[src/rtl/beehive_udp_msg.sv]
// beehive_udp_msg
//   Shared UDP message metadata. udp_info travels alongside every message
//   on the NoC. data_length is the UDP payload length in bytes.
//   No ports (package only).

package beehive_udp_msg;

    localparam int UDP_LEN_W = 16;

    typedef struct packed {
        logic [31:0]          src_ip;
        logic [31:0]          dst_ip;
        logic [15:0]          src_port;
        logic [15:0]          dst_port;
        logic [UDP_LEN_W-1:0] data_length;
    } udp_info;

endpackage

[src/rtl/beehive_vr_pkg.sv]
// beehive_vr_pkg
//   Viewstamped-replication message layouts shared by the VR blocks.
//   Every VR message starts with vr_msg_hdr at the MSB end of line 0.
//   msg_type is the most significant field of that header. A COMMIT
//   message follows it directly with commit_msg_hdr.
//   No ports (package only).

package beehive_vr_pkg;

    localparam int VR_MSG_TYPE_W = 8;

    typedef struct packed {
        logic [VR_MSG_TYPE_W-1:0] msg_type;
        logic [7:0]               src_id;
        logic [15:0]              rsvd;
    } vr_msg_hdr;

    localparam int VR_MSG_HDR_W     = $bits(vr_msg_hdr);
    localparam int VR_MSG_HDR_BYTES = VR_MSG_HDR_W / 8;

    localparam logic [VR_MSG_TYPE_W-1:0] VR_MSG_PREPARE = 8'd1;
    localparam logic [VR_MSG_TYPE_W-1:0] VR_MSG_COMMIT  = 8'd3;

    typedef struct packed {
        logic [31:0] view;
        logic [31:0] opnum;
    } commit_msg_hdr;

    localparam int COMMIT_MSG_HDR_W     = $bits(commit_msg_hdr);
    localparam int COMMIT_MSG_HDR_BYTES = COMMIT_MSG_HDR_W / 8;

endpackage

[src/rtl/commit_msg_intake_ctrl.sv]
// commit_msg_intake_ctrl
//   Message-level FSM of the commit intake. Owns every valid/ready output.
//   Optional counters: COMMIT_MSG_INTAKE_STATS_EN.
// Ports
//   clk, rst                 clock, synchronous active-high reset
//   src_intake_*_val/_last   source handshakes
//   intake_src_*_rdy         source ready outputs
//   intake_commit_req_val    commit request valid / commit_intake_req_rdy
//   intake_other_*_val       forward-path valids / other_intake_*_rdy
//   is_commit, len_ok        decode flags from the datapath
//   last0_q                  captured last flag of line 0
//   hdr_capture              load the header register
//   line0_capture            load the line 0 register
//   body_sel                 forward path passes the live source line
//   stat_*_cnt               (macro only) event counters

module commit_msg_intake_ctrl (
    input  logic        clk,
    input  logic        rst,
    input  logic        src_intake_hdr_val,
    input  logic        src_intake_data_val,
    input  logic        src_intake_data_last,
    output logic        intake_src_hdr_rdy,
    output logic        intake_src_data_rdy,
    output logic        intake_commit_req_val,
    input  logic        commit_intake_req_rdy,
    output logic        intake_other_hdr_val,
    input  logic        other_intake_hdr_rdy,
    output logic        intake_other_data_val,
    input  logic        other_intake_data_rdy,
    input  logic        is_commit,
    input  logic        len_ok,
    input  logic        last0_q,
    output logic        hdr_capture,
    output logic        line0_capture,
    output logic        body_sel
`ifdef COMMIT_MSG_INTAKE_STATS_EN
    ,
    output logic [31:0] stat_commit_cnt,
    output logic [31:0] stat_drop_cnt,
    output logic [31:0] stat_other_cnt
`endif
);

    typedef enum logic [2:0] {
        IDLE,
        WAIT_L0,
        CMT_OUT,
        DROP,
        FWD_HDR,
        FWD_L0,
        FWD_BODY
    } intake_state_e;

    intake_state_e state, state_next;

    // State register.
    always_ff @(posedge clk) begin
        if (rst) begin
            state <= IDLE;
        end else begin
            state <= state_next;
        end
    end

    // Next state and handshake outputs. rst forces every valid and ready low
    // combinationally, so nothing transfers while reset is held, even though
    // the state register already reads IDLE after the first reset edge.
    always_comb begin
        state_next            = state;
        intake_src_hdr_rdy    = 1'b0;
        intake_src_data_rdy   = 1'b0;
        intake_commit_req_val = 1'b0;
        intake_other_hdr_val  = 1'b0;
        intake_other_data_val = 1'b0;
        hdr_capture           = 1'b0;
        line0_capture         = 1'b0;
        body_sel              = 1'b0;

        case (state)
            IDLE: begin
                intake_src_hdr_rdy = 1'b1;
                hdr_capture        = src_intake_hdr_val;
                if (src_intake_hdr_val) begin
                    state_next = WAIT_L0;
                end
            end
            WAIT_L0: begin
                intake_src_data_rdy = 1'b1;
                line0_capture       = src_intake_data_val;
                if (src_intake_data_val) begin
                    if (is_commit && len_ok) begin
                        state_next = CMT_OUT;
                    end else if (is_commit) begin
                        state_next = DROP;
                    end else begin
                        state_next = FWD_HDR;
                    end
                end
            end
            CMT_OUT: begin
                intake_commit_req_val = 1'b1;
                if (commit_intake_req_rdy) begin
                    state_next = last0_q ? IDLE : DROP;
                end
            end
            DROP: begin
                // A single-line undersized COMMIT has nothing left to drain.
                if (last0_q) begin
                    state_next = IDLE;
                end else begin
                    intake_src_data_rdy = 1'b1;
                    if (src_intake_data_val && src_intake_data_last) begin
                        state_next = IDLE;
                    end
                end
            end
            FWD_HDR: begin
                intake_other_hdr_val = 1'b1;
                if (other_intake_hdr_rdy) begin
                    state_next = FWD_L0;
                end
            end
            FWD_L0: begin
                intake_other_data_val = 1'b1;
                if (other_intake_data_rdy) begin
                    state_next = last0_q ? IDLE : FWD_BODY;
                end
            end
            FWD_BODY: begin
                body_sel              = 1'b1;
                intake_other_data_val = src_intake_data_val;
                intake_src_data_rdy   = other_intake_data_rdy;
                if (src_intake_data_val && other_intake_data_rdy && src_intake_data_last) begin
                    state_next = IDLE;
                end
            end
            default: begin
                state_next = IDLE;
            end
        endcase

        if (rst) begin
            intake_src_hdr_rdy    = 1'b0;
            intake_src_data_rdy   = 1'b0;
            intake_commit_req_val = 1'b0;
            intake_other_hdr_val  = 1'b0;
            intake_other_data_val = 1'b0;
            hdr_capture           = 1'b0;
            line0_capture         = 1'b0;
            body_sel              = 1'b0;
        end
    end

`ifdef COMMIT_MSG_INTAKE_STATS_EN
    logic drop_entry;

    assign drop_entry = (state == WAIT_L0) && src_intake_data_val && is_commit && !len_ok && !rst;

    // Event counters. They wrap naturally at 2^32.
    always_ff @(posedge clk) begin
        if (rst) begin
            stat_commit_cnt <= '0;
            stat_drop_cnt   <= '0;
            stat_other_cnt  <= '0;
        end else begin
            if (intake_commit_req_val && commit_intake_req_rdy) begin
                stat_commit_cnt <= stat_commit_cnt + 32'd1;
            end
            if (drop_entry) begin
                stat_drop_cnt <= stat_drop_cnt + 32'd1;
            end
            if (intake_other_hdr_val && other_intake_hdr_rdy) begin
                stat_other_cnt <= stat_other_cnt + 32'd1;
            end
        end
    end
`endif

endmodule

[src/rtl/commit_msg_intake_datap.sv]
// commit_msg_intake_datap
//   Holds the captured message header and line 0. Builds the shifted commit
//   request and muxes the forwarded data line. Decodes the message type and
//   the length check for the controller.
// Ports
//   clk                  clock
//   hdr_capture          load src_intake_hdr into the header register
//   line0_capture        load src_intake_data/_last as line 0
//   body_sel             forward the live source line instead of line 0
//   src_intake_hdr       incoming udp_info
//   src_intake_data      incoming data line
//   src_intake_data_last incoming last flag
//   is_commit            incoming line carries a COMMIT type
//   len_ok               captured length holds both VR and commit headers
//   last0_q              captured last flag of line 0
//   commit_req           line 0 with the VR header shifted out
//   commit_pkt_info      captured header
//   other_hdr            captured header for the forward path
//   other_data/_last     forwarded line and last flag

module commit_msg_intake_datap
    import beehive_udp_msg::*;
    import beehive_vr_pkg::*;
#(
    parameter int NOC_DATA_W = 256
) (
    input  logic                  clk,
    input  logic                  hdr_capture,
    input  logic                  line0_capture,
    input  logic                  body_sel,
    input  udp_info               src_intake_hdr,
    input  logic [NOC_DATA_W-1:0] src_intake_data,
    input  logic                  src_intake_data_last,
    output logic                  is_commit,
    output logic                  len_ok,
    output logic                  last0_q,
    output logic [NOC_DATA_W-1:0] commit_req,
    output udp_info               commit_pkt_info,
    output udp_info               other_hdr,
    output logic [NOC_DATA_W-1:0] other_data,
    output logic                  other_data_last
);

    localparam logic [UDP_LEN_W-1:0] MIN_COMMIT_LEN =
        UDP_LEN_W'(VR_MSG_HDR_BYTES + COMMIT_MSG_HDR_BYTES);

    udp_info               hdr_q;
    logic [NOC_DATA_W-1:0] line0_q;

    // Header and line 0 registers. Their contents are don't-care after
    // reset, so they carry no reset and load only on their handshake.
    always_ff @(posedge clk) begin
        if (hdr_capture) begin
            hdr_q <= src_intake_hdr;
        end
        if (line0_capture) begin
            line0_q <= src_intake_data;
            last0_q <= src_intake_data_last;
        end
    end

    // The type is decoded from the live line so that the controller can
    // pick its next state in the same cycle line 0 is accepted. msg_type is
    // the top field of vr_msg_hdr, so it sits at the very top of the line.
    assign is_commit = (src_intake_data[NOC_DATA_W-1 -: VR_MSG_TYPE_W] == VR_MSG_COMMIT);
    assign len_ok    = (hdr_q.data_length >= MIN_COMMIT_LEN);

    assign commit_req      = {line0_q[NOC_DATA_W-1-VR_MSG_HDR_W:0], {VR_MSG_HDR_W{1'b0}}};
    assign commit_pkt_info = hdr_q;
    assign other_hdr       = hdr_q;

    assign other_data      = body_sel ? src_intake_data      : line0_q;
    assign other_data_last = body_sel ? src_intake_data_last : last0_q;

endmodule

[src/rtl/commit_msg_intake.sv]
// commit_msg_intake
//   Front end of the commit engine. Takes one UDP message per transaction
//   (udp_info header, then data lines), decodes the VR type from line 0,
//   hands COMMITs to the commit engine with the VR header stripped, drops
//   undersized COMMITs and forwards every other type unmodified.
//   Optional: define COMMIT_MSG_INTAKE_STATS_EN to add stat_commit_cnt,
//   stat_drop_cnt and stat_other_cnt (32 bits each).
// Ports
//   clk, rst                          clock, synchronous active-high reset
//   src_intake_hdr_val/_hdr           message header in, intake_src_hdr_rdy
//   src_intake_data_val/_data/_last   data lines in, intake_src_data_rdy
//   intake_commit_req_val/_req        commit request, commit_intake_req_rdy
//   intake_commit_pkt_info            header of the committed message
//   intake_other_hdr_val/_hdr         forwarded header, other_intake_hdr_rdy
//   intake_other_data_val/_data/_last forwarded lines, other_intake_data_rdy

module commit_msg_intake
    import beehive_udp_msg::*;
#(
    parameter int NOC_DATA_W = 256
) (
    input  logic                  clk,
    input  logic                  rst,
    input  logic                  src_intake_hdr_val,
    input  udp_info               src_intake_hdr,
    output logic                  intake_src_hdr_rdy,
    input  logic                  src_intake_data_val,
    input  logic [NOC_DATA_W-1:0] src_intake_data,
    input  logic                  src_intake_data_last,
    output logic                  intake_src_data_rdy,
    output logic                  intake_commit_req_val,
    output logic [NOC_DATA_W-1:0] intake_commit_req,
    output udp_info               intake_commit_pkt_info,
    input  logic                  commit_intake_req_rdy,
    output logic                  intake_other_hdr_val,
    output udp_info               intake_other_hdr,
    input  logic                  other_intake_hdr_rdy,
    output logic                  intake_other_data_val,
    output logic [NOC_DATA_W-1:0] intake_other_data,
    output logic                  intake_other_data_last,
    input  logic                  other_intake_data_rdy
`ifdef COMMIT_MSG_INTAKE_STATS_EN
    ,
    output logic [31:0]           stat_commit_cnt,
    output logic [31:0]           stat_drop_cnt,
    output logic [31:0]           stat_other_cnt
`endif
);

    logic is_commit;
    logic len_ok;
    logic last0_q;
    logic hdr_capture;
    logic line0_capture;
    logic body_sel;

    commit_msg_intake_ctrl u_ctrl (
        .clk                   (clk),
        .rst                   (rst),
        .src_intake_hdr_val    (src_intake_hdr_val),
        .src_intake_data_val   (src_intake_data_val),
        .src_intake_data_last  (src_intake_data_last),
        .intake_src_hdr_rdy    (intake_src_hdr_rdy),
        .intake_src_data_rdy   (intake_src_data_rdy),
        .intake_commit_req_val (intake_commit_req_val),
        .commit_intake_req_rdy (commit_intake_req_rdy),
        .intake_other_hdr_val  (intake_other_hdr_val),
        .other_intake_hdr_rdy  (other_intake_hdr_rdy),
        .intake_other_data_val (intake_other_data_val),
        .other_intake_data_rdy (other_intake_data_rdy),
        .is_commit             (is_commit),
        .len_ok                (len_ok),
        .last0_q               (last0_q),
        .hdr_capture           (hdr_capture),
        .line0_capture         (line0_capture),
        .body_sel              (body_sel)
`ifdef COMMIT_MSG_INTAKE_STATS_EN
        ,
        .stat_commit_cnt       (stat_commit_cnt),
        .stat_drop_cnt         (stat_drop_cnt),
        .stat_other_cnt        (stat_other_cnt)
`endif
    );

    commit_msg_intake_datap #(
        .NOC_DATA_W (NOC_DATA_W)
    ) u_datap (
        .clk                  (clk),
        .hdr_capture          (hdr_capture),
        .line0_capture        (line0_capture),
        .body_sel             (body_sel),
        .src_intake_hdr       (src_intake_hdr),
        .src_intake_data      (src_intake_data),
        .src_intake_data_last (src_intake_data_last),
        .is_commit            (is_commit),
        .len_ok               (len_ok),
        .last0_q              (last0_q),
        .commit_req           (intake_commit_req),
        .commit_pkt_info      (intake_commit_pkt_info),
        .other_hdr            (intake_other_hdr),
        .other_data           (intake_other_data),
        .other_data_last      (intake_other_data_last)
    );

endmodule

[config.mk]
export PLATFORM = sky130hd
export DESIGN_NAME = commit_msg_intake
export DESIGN_NICKNAME = d
export VERILOG_FILES = /design/src/rtl/beehive_udp_msg.sv /design/src/rtl/beehive_vr_pkg.sv /design/src/rtl/commit_msg_intake_ctrl.sv /design/src/rtl/commit_msg_intake_datap.sv /design/src/rtl/commit_msg_intake.sv
export SDC_FILE = /design/constraint.sdc
export NUM_CORES = 1
export LEC_CHECK = 0
export ABC_AREA = 1
export CAP_MARGIN = 10
export CORE_AREA = 2 2 430 432
export CTS_BUF_LIST = sky130_fd_sc_hd__clkbuf_4
export DETAILED_ROUTE_END_ITERATION = 6
export DIE_AREA = 0 0 432 434
export GPL_ROUTABILITY_DRIVEN = 0
export PLACE_DENSITY_LB_ADDON = 0.05
export RECOVER_POWER = 50
export SETUP_SLACK_MARGIN = 0.4
export SLEW_MARGIN = 20
export SYNTH_ARGS = -nofsm -noshare
export SYNTH_HDL_FRONTEND = slang
export SYNTH_HIERARCHICAL = 1
export SYNTH_SLANG_ARGS = --single-unit
export TNS_END_PERCENT = 10
[constraint.sdc]
create_clock -name clk -period 25 [get_ports clk]
set_input_delay 5 -clock clk [delete_from_list [all_inputs] [get_ports clk]]
set_output_delay 5 -clock clk [all_outputs]
set_load 0.005 [all_outputs]
==> results of run 1 <==
-- state kept, by name, summed over array words and instances (netlist names) --
register	cells
u_datap/last0_q	1
u_datap/commit_pkt_info	112
u_ctrl/state	3
u_datap/line0_q	256
-- synthesized netlist by cell type (all sizes together) --
master  count
nor2       32
edfxtp    369
o21ai     260
conb        1
nand3      10
a21oi       4
nand2     284
buf       422
nor4        1
clkbuf      5
dfxtp       3
nor3b       1
nand3b      2
or2         1
inv       264
-- through the flow --
| step | cell area, µm² | cells | utilization [%] |
|---|---|---|---|
| floorplan | 18200 | 1690 | - |
| global placement | 28800 | 4742 | 15.8 |
| detailed placement | 28800 | 4742 | 15.8 |
| CTS | 30600 | 4978 | 16.8 |
| global route | 30600 | 5005 | 16.8 |
| finish | 30700 | 5014 | 16.8 |
-- kinds of logic after synthesis --
kind of cell	count (synthesis)	share of synthesized area, %
buffers and inverters	691	23.8
AO/OA/AOI/OAI	264	7.32
flip-flops	372	61.7
AND/OR/NAND/NOR	331	7.21
other	1	0.0208
-- worst max-delay path: stages --
cell and delay (ns):
dlygate4sd3_1 0.67, nor2_4 0.38, buf_4 0.57, buf_12 0.70, buf_4 0.84, nand2_1 0.10
o21ai_1 0.12, clkdlybuf4s50_1 0.58
-- power groups by stage --
stage | logic (µW) | registers (µW) | clock network, µW
after floorplan | 191 | 827 | 0
after global placement | 494 | 820 | 0
after detailed placement | 484 | 818 | 0
after CTS | 487 | 807 | 808
after global routing | 494 | 825 | 833
final | 453 | 816 | 746
-- final cells by class --
| type | instances | share of cell area (%) |
|---|---|---|
| multi-input cells | 627 | 8.97 |
| clock buffers | 191 | 4.68 |
| flip-flops and latches | 372 | 36.3 |
| inverters | 264 | 3.23 |
| repair buffers | 1095 | 35.7 |
| well taps | 2385 | 9.73 |
| diodes | 35 | 0.286 |
| clock inverters | 45 | 1.06 |
-- routing by layer --
| layer | track usage (%) | vias to the layer above |
|---|---|---|
| met2 | 19.0 | 863 |
| met1 | 9.54 | 6424 |
| li1 | - | 6796 |
| met4 | 4.49 | 44 |
| met3 | 4.59 | 376 |
| met5 | 0 | - |
-- worst min path at each step --
stage	endpoint	slack (ns)	startpoint
floorplan	u_ctrl/state[0]	0.58	u_ctrl/state[0]
global placement	u_ctrl/state[0]	0.68	u_ctrl/state[0]
detailed placement	u_ctrl/state[0]	0.66	u_ctrl/state[0]
CTS	u_ctrl/state[0]	0.67	u_ctrl/state[0]
global route	u_ctrl/state[0]	0.75	u_ctrl/state[0]
finish	u_ctrl/state[0]	0.67	u_ctrl/state[0]
==> out/summary.txt, run 1 <==
status -> finished, violations left
failing checks -> capacitance limit, slew limit
synth warn -> 6
antenna-violating nets left -> 0
FMAX -> 70.2 MHz
r2r endpoint -> u_datap/line0_q[203]
post-CTS resize count -> 0
Synth top area share -> 61.4%
die width -> 432 µm
setup TNS -> 0 ns
hold path cells -> 2
Lkg Pwr -> 0.0109 µW
CTS tree -> built
vias in the first global route -> 14,828
CTS Root Cell -> clkbuf_4
Post-Route WL -> 99,700 µm
reg2reg setup slack -> 15.73 ns
hold_buf cts -> 0
clock network power share -> 37.0%
Fill cells -> 20,234
clock skew -> 0.0658 ns
IO Count -> 1,118
Max rail drop VDD -> 0.0291 mV
CP required -> 20.00 ns
chip height -> 434 µm
met2 wire length -> 53,800 µm
CTS sink cnt -> 372
Initial Utilization -> 9.90%
via total after detailed routing -> 14,503
detailed placement HPWL -> 80,000 µm
Comb pwr share -> 22.5%
max layer used -> met5
Final nets -> 2,875
pre-CTS setup slack -> 10.14 ns
Setup WS post-layout -> 10.76 ns
Worst-Skew Late Latency -> 1.08 ns
sequential area share after synthesis -> 61.7%
Max FO, Critical Path -> 216
first-pass GRT wire length -> 130,000 µm
vias per cell -> 2.89
unrepaired setup endpoints after global routing -> false
Num CTS Buffers -> 139
Slew Limit Headroom -> -458%
Slew Limit Fails -> 316
DIE AREA -> 187,000 µm²
worst r2r src -> u_ctrl/state[0]
count of final setup violators -> 0
met1 WL -> 32,700 µm
Unique masters post-synth -> 22
Sequential Power Share -> 40.5%
Clock Tree Buf Depth -> 3
detailed router's first-iteration violation count -> 714
post-CTS setup buffers -> 0
largest area contributor in the netlist -> edfxtp_1
synthesized flop and latch total -> 372
Tcrit/Tclk final -> 57.0%
CP Capture Type -> output port
Setup crit start -> rst
Period minus WS final -> 14.24 ns
sw frac -> 30.2%
Mean Syn Cell Area -> 10.9 µm²
final hold violations -> 0
most frequent cells in the layout -> clkdlybuf4s50_1 (669), dlygate4sd3_1 (416), edfxtp_1 (369), nand2_1 (282), inv_1 (263)
Reg clk slew, reported paths -> 0.05 ns
grt ovf -> 0
largest net degree at the start of global routing -> 217
DRT Pass-1 Iters -> 5
IO buf count -> 1,085
Tot Pwr -> 2020 µW
Layout Area Growth over Synthesis -> 69.8%
Least-Margin Pin Slew -> 8.38 ns
commonest non-fill, non-tap cell in the layout -> clkdlybuf4s50_1
area of the multi-input gates -> 2750 µm²
hold_ws -> 0.670 ns
largest cells by area after synthesis -> edfxtp_1 (61%), buf_4 (16%), nand2_1 (5.9%)
Pwr Density -> 65.7 nW/µm²
Mapped Cells -> 1,659
Max Cap Violations -> 5
Seq. cell area -> 11,100 µm²
Sw Pwr -> 608 µW
H-Tree Depth -> 4
CORE AREA -> 182,000 µm²
FP Rows -> 157
CP Launch Type -> input port
antenna violations before repair -> 135
Synth Cell Area -> 18,100 µm²
Reg2Reg Depth -> 5
Total GRT Usage -> 10.2%
drt wl/cell -> 19.9 µm
internal power -> 1410 µW
HP Class -> reg2reg
DRC violations left -> 0
metal3 WL -> 8900 µm
layout cells sized above 1 -> 8.64%
Crit Path Class -> in2out
crit path to -> intake_other_data[142]
Arrival @ worst endpoint -> 9.24 ns
No activity file was read; power rests on OpenSTA's default activity.
==> run 2: changes to the inputs <==
--- a/config.mk
+++ b/config.mk
@@ -7,10 +7,10 @@
 export LEC_CHECK = 0
 export ABC_AREA = 1
 export CAP_MARGIN = 10
-export CORE_AREA = 2 2 430 432
+export CORE_AREA = 2 2 434 436
 export CTS_BUF_LIST = sky130_fd_sc_hd__clkbuf_4
 export DETAILED_ROUTE_END_ITERATION = 6
-export DIE_AREA = 0 0 432 434
+export DIE_AREA = 0 0 436 438
 export GPL_ROUTABILITY_DRIVEN = 0
 export PLACE_DENSITY_LB_ADDON = 0.05
 export RECOVER_POWER = 50
==> constraint.sdc (replaced) <==
create_clock -name clk -period 13.8 [get_ports clk]
set_input_delay 2.76 -clock clk [delete_from_list [all_inputs] [get_ports clk]]
set_output_delay 2.76 -clock clk [all_outputs]
set_load 0.005 [all_outputs]
==> out/summary.txt, run 2 (synthesized netlist as in run 1, its figures left out) <==
status -> finished, violations left
failing checks -> capacitance limit, slew limit
CTS tree -> built
Min-Delay Startpoint -> u_ctrl/state[0]
detailed router's first-iteration violation count -> 761
Reg clk slew, reported paths -> 0.06 ns
CP Capture Type -> flop
vias in the first global route -> 14,909
Max FO, Critical Path -> 119
drt wl/cell -> 19.4 µm
HP Class -> reg2reg
die width -> 436 µm
Final nets -> 2,876
post-CTS setup buffers -> 0
FMAX -> 97.9 MHz
count of final setup violators -> 0
CTS Root Cell -> clkbuf_4
Hold EP -> u_ctrl/state[0]
layout cells sized above 1 -> 8.76%
worst r2r src -> u_ctrl/state[0]
H-Tree Depth -> 4
# placed instances -> 4,850
detailed placement HPWL -> 78,400 µm
Reg2Reg Depth -> 5
DRC violations left -> 0
Slew Limit Headroom -> -428%
grt ovf -> 0
largest register by flop count -> u_datap/line0_q
CTS sink cnt -> 372
Clock Tree Buf Depth -> 3
CP required -> 14.25 ns
Pwr Density -> 119 nW/µm²
antenna-violating nets left -> 0
unrepaired setup endpoints after global routing -> false
setup TNS -> 0 ns
Tcrit/Tclk final -> 74.0%
Slew Limit Fails -> 377
Fill cells -> 20,863
commonest non-fill, non-tap cell in the layout -> clkdlybuf4s50_1
Layout Area Growth over Synthesis -> 70.4%
Worst-Skew Late Latency -> 1.09 ns
IO buf count -> 1,085
clock skew -> 0.0388 ns
Crit Path Class -> in2reg
Num CTS Buffers -> 142
Post-Route WL -> 99,000 µm
most frequent cells in the layout -> clkdlybuf4s50_1 (715), dlygate4sd3_1 (370), edfxtp_1 (369), nand2_1 (282), inv_1 (263)
vias per cell -> 2.86
Initial Utilization -> 9.68%
DIE AREA -> 191,000 µm²
Non-Filler Instances -> 5,113
Total GRT Usage -> 10.0%
IO Count -> 1,118
Least-Margin Pin Slew -> 7.92 ns
Period minus WS final -> 10.22 ns
reg2reg setup slack -> 5.26 ns
antenna violations before repair -> 141
hold_buf cts -> 0
via total after detailed routing -> 14,644
first-pass GRT wire length -> 130,000 µm
FP Rows -> 159
DRT Pass-1 Iters -> 5
final hold violations -> 0
r2r endpoint -> u_datap/line0_q[109]
Max Cap Violations -> 5
Arrival @ worst endpoint -> 10.67 ns
Lkg Pwr -> 0.0109 µW
CORE AREA -> 187,000 µm²
hold path cells -> 2
largest net degree at the start of global routing -> 247
Max rail drop VDD -> 0.0473 mV
post-CTS resize count -> 0
chip height -> 438 µm
max reg flops -> 256
CP Launch Type -> input port
==> run 2: cell types whose count changed in the layout (fill, tap and decap cells not counted), moves of 2 or more <==
| cell | change |
|---|---|
| clkdlybuf4s50_1 | +46 |
| dlygate4sd3_1 | -46 |
| clkinv_1 | -17 |
| clkbuf_4 | +7 |
| clkinvlp_4 | +5 |
| diode_2 | +4 |
| inv_6 | -4 |
| buf_4 | -3 |
| clkinv_4 | -3 |
| clkinv_2 | -2 |
==> run 2: worst max-delay path by stage <==
stage               start                    endpoint  slack [ns]  depth (start not counted)
floorplan             rst  u_datap/commit_pkt_info[0]        2.14                          1
global placement      rst      intake_other_data[242]        4.80                          7
detailed placement    rst      intake_other_data[241]        4.78                          7
CTS                   rst      intake_other_data[241]        4.77                          7
global route          rst        u_datap/line0_q[117]        2.77                          5
finish                rst        u_datap/line0_q[109]        3.58                          5
==> run 2: routing by layer <==
layer	up-vias	share of wire (%)	global-route usage, %
li1	6775	-	-
met1	6516	31	8.97
met2	931	54	19.0
met3	384	9.8	4.81
met4	38	4.6	4.27
met5	-	0.23	0
==> run 2: cell type report <==
type                       instances  area, µm²  area share (%)
clock inverter                    25        233           0.756
antenna                           39       97.6           0.317
sequential                       372      11100            36.2
tap                             2495       3120            10.1
clock buffer                     198       1490            4.83
multi-input combinational        627       2750            8.94
inverter                         264        991            3.22
timing repair buffer            1093      11000            35.6
==> run 2: worst max-delay path, cell delays in order <==
cell           delay, ns
dlygate4sd3_1       0.67
inv_1               0.18
nand2_1             0.09
nor2_1              1.14
clkbuf_1            5.53
==> run 2: through the flow <==
step	setup slack [ns]	power, µW	area, µm²	util [%]	hold WS (ns)
finish	3.58	3660	30800	16.5	0.676
global route	2.77	3920	30800	16.5	0.748
CTS	4.77	3810	30700	16.5	0.681
detailed placement	4.78	2360	29000	15.5	0.674
global placement	4.80	2380	29000	15.5	0.701
floorplan	2.14	1830	18200	-	0.580
==> run 2: power by group <==
group | leakage (µW) | internal (µW) | switching (µW) | total (µW)
registers | 0.00338 | 1410 | 74.0 | 1490
clock network | 0.00100 | 724 | 624 | 1350
logic | 0.00651 | 434 | 391 | 825
total | 0.0109 | 2570 | 1090 | 3660
==> RTL edit (config.mk and constraints of run 2) <==
`VR_MSG_TYPE_W`: 8 -> 6.
--- a/src/rtl/beehive_vr_pkg.sv
+++ b/src/rtl/beehive_vr_pkg.sv
@@ -7,7 +7,7 @@
 
 package beehive_vr_pkg;
 
-    localparam int VR_MSG_TYPE_W = 8;
+    localparam int VR_MSG_TYPE_W = 6;
 
     typedef struct packed {
         logic [VR_MSG_TYPE_W-1:0] msg_type;
Check against the original RTL: not equivalent (Yosys sat finds a counterexample within 4 cycles, from zero or initial values and one cycle with rst high).
==> RTL edit against run 2 <==
The run still ends with capacitance limit, slew limit left; synthesized area is 2.1% higher; non-clock buffer count rose by 3; design area is 2.0% higher; count of clock-buffer cells in the layout rose by 11; combinational power up 2.4%; sequential cell count unchanged; clock power is 3% higher; setup slack better by 1.2 ns; power rose by 1.2%; wire length fell by 1.6%; first-iteration DRC count fell by 36%; critical endpoint is now intake_other_data[1]; largest cell class unchanged.
==> RTL edit: results (changes against run 2) <==
[placement]
dpl-instance-area_mm2=0.02953  ; +1.9%
place_ws_ns=4.740  ; -0.04353 ns
numPortBuffers=1087  ; +0.18%
dpl.cell_count=4337  ; -11%

[route]
vias=12800  ; -13%
dr.pass1.iters=4  ; -1
wire_per_inst_um=21.12  ; +9.1%
initialDrtViolationCount=489  ; -36%

[timing]
worstMarginPinSlew_ns=3.788  ; -4.134 ns
fin_skew_ns=0.05551  ; +0.01667 ns
slew_violations=129  ; -66%

[worst_setup_path]
r2r_setup_slack_ns=7.19  ; +1.93 ns
cp_data_arrival_time_ns=6.27  ; -4.40 ns
endpoint=intake_other_data[1]
crit_slowest_cell=nor2_4
max_stage_delay_ns=0.73  ; -4.80 ns
r2r-end=u_datap/commit_pkt_info[92]
cp_max_fo=35  ; -71%

[global_route]
grt_pass1_wl_mm=126.3  ; -3.1%
gr-usage-met2_pct=19.25  ; +0.30 points
track_usage_pct=9.856  ; -0.16 points
grt_pass1_vias=13670  ; -8.3%
grt_max_degree=140  ; -43%

[cells_and_area]
nFillCells=20580  ; -1.3%
fin_util_pct=16.83  ; +0.34 points
nNetsFinal=2364  ; -18%
drive_gt1_share_pct=23.72  ; +15 points

[yosys]
yosysUniqueCellTypes=24  ; +9.1%
synth.avg_cell_area_um2=16.53  ; +52%

[pwr]
ir_drop_mv=0.04741  ; +0.17%
leakagePower_nw=10.84  ; -0.54%

[outcome]
violations=capacitance limit, slew limit
status=finished, violations left

[run]
cap_violations=3  ; -2

[clock_tree]
numCtsBuffers=144  ; +1.4%

-- RTL edit: cell types whose count changed after synthesis, sizes merged --
cell	before	now
mux2	0	257
nor3	0	1
or2	1	0
clkbuf	5	0
buf	422	399
o21ai	260	3
inv	264	8
nand2	284	27
nor2	32	29
a21oi	4	5
-- RTL edit: routing by layer --
metal	routed length [µm]	up-vias
li1	-	5518
met1	29750	6007
met2	53940	875
met3	9539	352
met4	3905	44
met5	273	-
-- RTL edit: worst min-delay path by stage --
stage | slack [ns] | end | from
2_1_floorplan | 0.58 | u_ctrl/state[0] | u_ctrl/state[0]
3_3_place_gp | 0.70 | u_ctrl/state[0] | u_ctrl/state[0]
3_5_place_dp | 0.69 | u_ctrl/state[0] | u_ctrl/state[0]
4_1_cts | 0.69 | u_ctrl/state[0] | u_ctrl/state[0]
5_1_grt | 0.71 | u_ctrl/state[0] | u_ctrl/state[0]
6_report | 0.68 | u_ctrl/state[0] | u_ctrl/state[0]
-- RTL edit: area by class of cell --
| class | count | area share [%] |
|---|---|---|
| Antenna cell | 29 | 0.2311 |
| Clock inverter | 36 | 0.7968 |
| Sequential cell | 372 | 35.48 |
| Multi-Input combinational cell | 366 | 13.51 |
| Timing Repair Buffer | 1096 | 34.96 |
| Tap cell | 2495 | 9.941 |
| Inverter | 8 | 0.09562 |
| Clock buffer | 209 | 4.996 |
-- RTL edit: kinds of logic after synthesis --
logic type | share of synthesized area [%]
muxes | 20.37
and+or+nand+nor | 1.757
DFF | 60.40
buffers and inverters | 17.24
other | 0.02033
AOI/OAI and AO/OA | 0.2170
-- RTL edit: report_power, final --
group	switching, W	internal (W)
sequential	0.0000770	0.00139
combinational	0.000362	0.000482
clock	0.000635	0.000759
total	0.00107	0.00263
